**src/rtl/carryskip_pipe_adder.sv**
```systemverilog
// Pipelined carry-skip adder/subtractor. Stage k resolves one SW-bit slice;
// the inter-slice carry, unused upper operands and finished lower sums are registered.
module carryskip_pipe_adder #(
    parameter int WIDTH  = 32,
    parameter int BLK    = 4,
    parameter int STAGES = 4
) (
    input  logic             clk,
    input  logic             rst_n,
    input  logic             in_valid,
    output logic             in_ready,
    input  logic [WIDTH-1:0] a,
    input  logic [WIDTH-1:0] b,
    input  logic             ci,
    input  logic             sub,
    output logic             out_valid,
    input  logic             out_ready,
    output logic [WIDTH-1:0] s,
    output logic             co,
    output logic             ovf
);

    localparam int SW   = (STAGES >= 1) ? WIDTH / STAGES : WIDTH;
    localparam int NGRP = (BLK >= 1) ? SW / BLK : 1;

    if (STAGES < 1 || BLK < 1 || (WIDTH % STAGES) != 0 || (SW % BLK) != 0) begin : g_bad_params
        $error("carryskip_pipe_adder: WIDTH must split into STAGES slices of whole BLK groups");
    end

    logic [STAGES-1:0]            valid_q, valid_d;
    logic [STAGES-1:0]            carry_q, carry_d;
    logic [STAGES-1:0][WIDTH-1:0] a_q, a_d;
    logic [STAGES-1:0][WIDTH-1:0] b_q, b_d;
    logic [STAGES-1:0][WIDTH-1:0] sum_q, sum_d;
    logic                         ovf_q, ovf_d;
    logic                         adv;

    // Whole pipeline moves together; it only stalls when a held result is refused.
    always_comb begin
        adv = !valid_q[STAGES-1] || out_ready;
    end

    assign in_ready  = adv;
    assign out_valid = valid_q[STAGES-1];
    assign s         = sum_q[STAGES-1];
    assign co        = carry_q[STAGES-1];
    assign ovf       = ovf_q;

    // Per-stage slice evaluation: ripple inside each BLK group, skip across it on full propagate.
    always_comb begin
        logic [WIDTH-1:0] op_a, op_b, acc;
        logic             c, gc_in, rc, p, x, msb_cin;
        int               idx;
        op_a    = '0;
        op_b    = '0;
        acc     = '0;
        c       = 1'b0;
        gc_in   = 1'b0;
        rc      = 1'b0;
        p       = 1'b0;
        x       = 1'b0;
        msb_cin = 1'b0;
        idx     = 0;
        valid_d = '0;
        carry_d = '0;
        a_d     = '0;
        b_d     = '0;
        sum_d   = '0;
        for (int k = 0; k < STAGES; k++) begin
            if (k == 0) begin
                op_a       = a;
                op_b       = b ^ {WIDTH{sub}};
                acc        = '0;
                c          = ci;
                valid_d[k] = in_valid;
            end else begin
                op_a       = a_q[k-1];
                op_b       = b_q[k-1];
                acc        = sum_q[k-1];
                c          = carry_q[k-1];
                valid_d[k] = valid_q[k-1];
            end
            for (int g = 0; g < NGRP; g++) begin
                gc_in = c;
                rc    = c;
                p     = 1'b1;
                for (int i = 0; i < BLK; i++) begin
                    idx      = k * SW + g * BLK + i;
                    x        = op_a[idx] ^ op_b[idx];
                    acc[idx] = x ^ rc;
                    if (idx == WIDTH - 1) begin
                        msb_cin = rc;
                    end else begin
                        msb_cin = msb_cin;
                    end
                    rc = (op_a[idx] & op_b[idx]) | (x & rc);
                    p  = p & x;
                end
                c = p ? gc_in : rc;
            end
            a_d[k]     = op_a;
            b_d[k]     = op_b;
            sum_d[k]   = acc;
            carry_d[k] = c;
        end
        ovf_d = msb_cin ^ carry_d[STAGES-1];
    end

    // Pipeline registers: cleared by reset, loaded on advance, held while stalled.
    always_ff @(posedge clk) begin
        if (!rst_n) begin
            valid_q <= '0;
            carry_q <= '0;
            a_q     <= '0;
            b_q     <= '0;
            sum_q   <= '0;
            ovf_q   <= 1'b0;
        end else if (adv) begin
            valid_q <= valid_d;
            carry_q <= carry_d;
            a_q     <= a_d;
            b_q     <= b_d;
            sum_q   <= sum_d;
            ovf_q   <= ovf_d;
        end else begin
            valid_q <= valid_q;
            carry_q <= carry_q;
            a_q     <= a_q;
            b_q     <= b_q;
            sum_q   <= sum_q;
            ovf_q   <= ovf_q;
        end
    end

endmodule

```
**config.mk**
```make
export PLATFORM = sky130hd
export DESIGN_NAME = carryskip_pipe_adder
export DESIGN_NICKNAME = d
export VERILOG_FILES = /design/src/rtl/carryskip_pipe_adder.sv
export SDC_FILE = /design/constraint.sdc
export NUM_CORES = 1
export LEC_CHECK = 0
export CAP_MARGIN = 20
export CORE_UTILIZATION = 50
export DETAILED_ROUTE_END_ITERATION = 10
export PLACE_DENSITY = 0.74
export SYNTH_ARGS = -nofsm -noshare
export SYNTH_HDL_FRONTEND = slang
export SYNTH_SLANG_ARGS = --single-unit
```
**constraint.sdc**
```tcl
create_clock -name clk -period 5.38 [get_ports clk]
set_input_delay 1.614 -clock clk [delete_from_list [all_inputs] [get_ports clk]]
set_output_delay 1.614 -clock clk [all_outputs]
set_load 0.02 [all_outputs]
```
Yosys cells after proc, flatten, opt, wreduce, memory -nomap -nowiden:

Cells that the tools add are included.

* bits in registers: 281
* output and inout bits: 36
* logic and storage cells: 209
* input port bits: 70

* bitwise logic cells: 186
* mux-type cells: 8
* reductions and logical operators: 2

Operator list (number)
* bitwise AND 1 bit: 88
* bitwise XOR 1 bit: 65
* OR 1 bit: 32
* bitwise XOR 32 bit: 1
* 2-to-1 mux 1 bit: 8
* zero test 1 bit: 1
* logical OR 1 bit: 1

Logic depth before layout (Yosys ltp):

* depth in word-level cells: 20
* mapped depth: 18
* mapped depth without buffers: 16

Worst setup path before layout:

No wires, ideal clock.

* path type: in2reg
* start point: input sub
* end point: register sum_q, in the netlist sum_d[39]
* cell stages on the path: 17
* data required time: 5258 ps
* slack: -150 ps
* setup time: 122 ps
* path buffers: 2
* arrival time: 5408 ps
* cells stage by stage: buf_2 buf_2 xor2_1 fa_1 inv_1 fa_1 fa_1 fa_1 inv_1 mux2i_1 fa_1 fa_1 fa_1 inv_1 fa_1 nand2_1 a21boi_0

RTL lines
* from (decl): line 15 `input logic sub,`
* to (signal assigned): line 123 `sum_q <= sum_d;`
* to (signal assigned): line 130 `sum_q <= sum_q;`
* to (decl): line 34 `logic [STAGES-1:0][WIDTH-1:0] sum_q, sum_d;`

==> flow_summary.yaml <==
synth:
  synthCells: 920
  synth.avg_cell_area_um2: 9.169
  synth.distinct_cells: 29
  synth_nets: 1054
  synth-seq-area-share_pct: 43.90
  post_synth_instance_area_um2: 8436
  ys_warn_count: 0
  ys_ff_latch: 185
run_status:
  violations: "DRC"
  run_status: "finished, violations left"
sta:
  fin_tns_setup_ns: 0
  final.period_utilization_pct: 94.88
  hold_violations: 0
  final-max-slew-violation-count: 0
  setup_slack_ns: 0.2755
  finalHoldWorstSlack_ns: 0.4486
  worst_slew_margin_rel_pct: 33.83
  post-route-min-period_ns: 5.104
  skew_ns: 0.006000
  timing.fmax_ghz: 0.1959
  rsz0062_at_grt: "false"
  setup_viol: 0
  transition_time_of_the_tightest_slew_check_pin_ns: 0.9926
setup_path:
  crit_path_category: "primary input to flop"
  timing.critical_path.cells: "clkdlybuf4s50_1 -> fa_2 -> inv_1 -> fa_1 -> fa_2 -> fa_1 -> inv_1 -> mux2i_2 -> fa_2 -> fa_1 -> fa_1 -> inv_1 -> fa_1 -> nand2_1 -> a21boi_0"
  timing.critical_path.required_ns: 5.68
  cp_top_family: "adder cells"
  cp_data_arrival_time_ns: 5.41
  worstPathBufferInverterCount: 4
  launching_element_type_of_the_critical_path: "primary input"
  cpPeakStageDelay_ns: 0.53
  crit_path_end_kind: "flop"
  critical_path.most_common_cell: "sky130_fd_sc_hd__fa_1"
  crit_path_max_fanout: 2
  critPathSlowestCell: "sky130_fd_sc_hd__clkdlybuf4s50_1"
layout:
  areaGrowthSynthToFinish_pct: 18.76
  final_design_area_no_fill_um2: 10020
  finalNonFillerCells: 1220
  postLayoutCoreUtil_pct: 60.63
  layout-drive-gt1-share_pct: 5.200
  number_of_diodes: 0
  final_net_count: 1121
detailed_routing:
  routed_via_density: 4.851
  wl_per_cell_um: 13.02
  drtAntennaViolNets: 0
  drt_first_iter_violations: 436
  routed_wirelength_mm: 15.89
  drt_drc_violations_left: 2
  dr_total_vias: 5918
  drtPass1Iterations: 8
place:
  placed_cells: 1187
  io_buffer_count: 105
  hpwlAfterDp_mm: 10.47
  gp_congestion: 0.7567
  detailed_place.area_um2: 9452
  place_ws_ns: -0.4469
cts:
  cts_max_path_buffers: 2
  clk_latency_ns: 0.42
  cts.root.buffer_cell: "sky130_fd_sc_hd__clkbuf_16"
  clk_transition_reported_paths_ns: 0.07
  h-tree-depth: 4
  number_of_buffers_inserted_during_clock_tree_synthesis: 17
  cts.sink_count: 185
  cts_tree: "done"
power:
  seq_power_share_pct: 50.2
  max-vdd-ir-drop_uv: 245.4
  switching_share_pct: 25.73
  p_total_mw: 3.032
  share_comb_of_total_power_pct: 11.7
  total_switching_power_uw: 780.2
  power_per_cell_area_nw_per_um2: 302.6
  static_leakage_nw: 4.297
  clock_power_share_pct: 38.1
  internal_power_mw: 2.252
global_routing:
  grt_pass1_wl_mm: 26.87
  vias_in_the_first_global_route: 5516
  global_route.overflow_total: 0
  initial_antenna_violation_count: 0
  grt_usage_pct: 19.06
  grt_start_max_net_pins: 223
floorplanning:
  floorplan.die.width_um: 131.9
  design.core.area_um2: 16520
  floorplan.die_area_um2: 17400
  num_rows: 47
  effective_utilization_at_floorplan_pct: 51.05
  dieHeight_um: 131.9
  ioPinCount: 106
worst_hold_path:
  timing.hold.worst.class: "flop to flop"
run:
  drv_cap: 0
[sequential cells by signal, summed over array words and instances (netlist names)]
| register | count |
|---|---|
| a_d | 48 |
| b_d | 48 |
| carry_q | 4 |
| ovf | 1 |
| s | 32 |
| sum_d | 48 |
| valid_q | 4 |
[worst reg2reg max path, delay by kind of cell, from the launching register on]
kind | cells | cell delay [ns]
muxes | 1 | 0.33
DFF | 1 | 0.33
AOI/OAI and AO/OA | 2 | 0.36
buffers and inverters | 3 | 0.26
adders and majority gates | 8 | 2.82
and+or+nand+nor | 1 | 0.12
[path summary, 6_finish.rpt]
| path | from | end | slack (ns) | cells past startpoint |
|---|---|---|---|---|
| worst min register to register | s[22] | s[22] | 0.45 | 2 |
| worst max register to register | carry_q[2] | ovf | 1.10 | 15 |
| worst min-delay path | s[22] | s[22] | 0.45 | 2 |
| worst max-delay path | ci | sum_d[39] | 0.28 | 15 |
[layer usage]
metal,GRT usage (%),share of wire [%],vias to the layer above
met5,0,0,-
met4,6.654,1.3,0
met1,28.91,54,2704
li1,-,-,3096
met3,3.652,3.0,18
met2,26.75,42,100
[cell type report]
| cell class | instances | area [um2] |
|---|---|---|
| flip-flops and latches | 185 | 3704 |
| repair buffers | 114 | 1126 |
| clock buffers | 18 | 429.2 |
| fillers | 1470 | 6506 |
| well taps | 220 | 275.3 |
| clock inverters | 14 | 116.4 |
| inverters | 37 | 143.9 |
| multi-input cells | 632 | 4224 |
[power groups by stage]
stage / Clock, mW / Combinational (mW) / Sequential (mW)
2_1_floorplan: 0 / 0.213 / 1.55
3_3_place_gp: 0 / 0.343 / 1.55
3_5_place_dp: 0 / 0.350 / 1.55
4_1_cts: 1.18 / 0.355 / 1.52
5_1_grt: 1.23 / 0.401 / 1.53
6_report: 1.16 / 0.354 / 1.52
[what timing repair did]
action,in CTS,in global routing
buffers inserted,0,1
gates cloned,0,0
pin swaps,1,2
gates resized for setup,2,3
hold buffers,0,0
setup endpoints to repair,1,2
[synth_stat cells]
| cell | instances | area share [%] |
|---|---|---|
| sky130_fd_sc_hd__a21boi_0 | 119 | 11 |
| sky130_fd_sc_hd__nand2_1 | 328 | 15 |
| sky130_fd_sc_hd__a21oi_1 | 1 | 0.059 |
| sky130_fd_sc_hd__buf_1 | 1 | 0.044 |
| sky130_fd_sc_hd__clkbuf_1 | 19 | 0.85 |
| sky130_fd_sc_hd__dfxtp_1 | 185 | 44 |
| sky130_fd_sc_hd__a21boi_1 | 24 | 2.1 |
| sky130_fd_sc_hd__nor4_1 | 1 | 0.074 |
| sky130_fd_sc_hd__buf_6 | 12 | 1.6 |
| sky130_fd_sc_hd__inv_4 | 1 | 0.074 |
| sky130_fd_sc_hd__inv_1 | 36 | 1.6 |
| sky130_fd_sc_hd__o211a_1 | 37 | 4.4 |
| sky130_fd_sc_hd__nor3_1 | 1 | 0.059 |
| sky130_fd_sc_hd__nand4_1 | 9 | 0.67 |
| sky130_fd_sc_hd__mux2i_1 | 1 | 0.12 |
| sky130_fd_sc_hd__o2111ai_1 | 4 | 0.42 |
| sky130_fd_sc_hd__mux2_2 | 3 | 0.40 |
| sky130_fd_sc_hd__a211oi_1 | 1 | 0.089 |
| sky130_fd_sc_hd__nand4b_1 | 1 | 0.10 |
| sky130_fd_sc_hd__xor2_1 | 8 | 0.83 |
| sky130_fd_sc_hd__o21ai_0 | 1 | 0.059 |
| sky130_fd_sc_hd__fa_1 | 32 | 7.6 |
| sky130_fd_sc_hd__xnor2_1 | 24 | 2.5 |
| sky130_fd_sc_hd__buf_2 | 32 | 1.9 |
| sky130_fd_sc_hd__nand3_1 | 3 | 0.18 |
| sky130_fd_sc_hd__ha_1 | 32 | 4.7 |
| sky130_fd_sc_hd__nor2b_4 | 1 | 0.16 |
| sky130_fd_sc_hd__o21a_1 | 1 | 0.089 |
| sky130_fd_sc_hd__buf_4 | 2 | 0.18 |
[cells in the final DEF (no fill, tap or decap), drive strengths merged]
cell type / count
nand2: 328
dfxtp: 185
a21boi: 143
clkdlybuf4s50: 102
inv: 43
o211a: 37
ha: 32
fa: 32
xnor2: 24
clkbuf: 18
buf: 11
nand4: 9
xor2: 8
clkinv: 7
o2111ai: 4
mux2: 3
nand3: 3
nor2b: 1
mux2i: 1
a21oi: 1
o21ai: 1
o21a: 1
nor3: 1
nor4: 1
nand4b: 1
a211oi: 1
clkinvlp: 1
dlymetal6s2s: 1
[cell families (layout without fill, tap and decap cells)]
logic type / Yosys count / after routing / synth area share, %
xor gates and xnor gates: 32 / 32 / 3.322
AOI/OAI and AO/OA: 188 / 188 / 17.83
and+or+nand+nor: 344 / 344 / 15.84
buffers and inverters: 103 / 183 / 6.244
muxes: 4 / 4 / 0.5191
adders and majority gates: 64 / 64 / 12.34
DFF: 185 / 185 / 43.90
No activity file was read; power rests on OpenSTA's default activity.
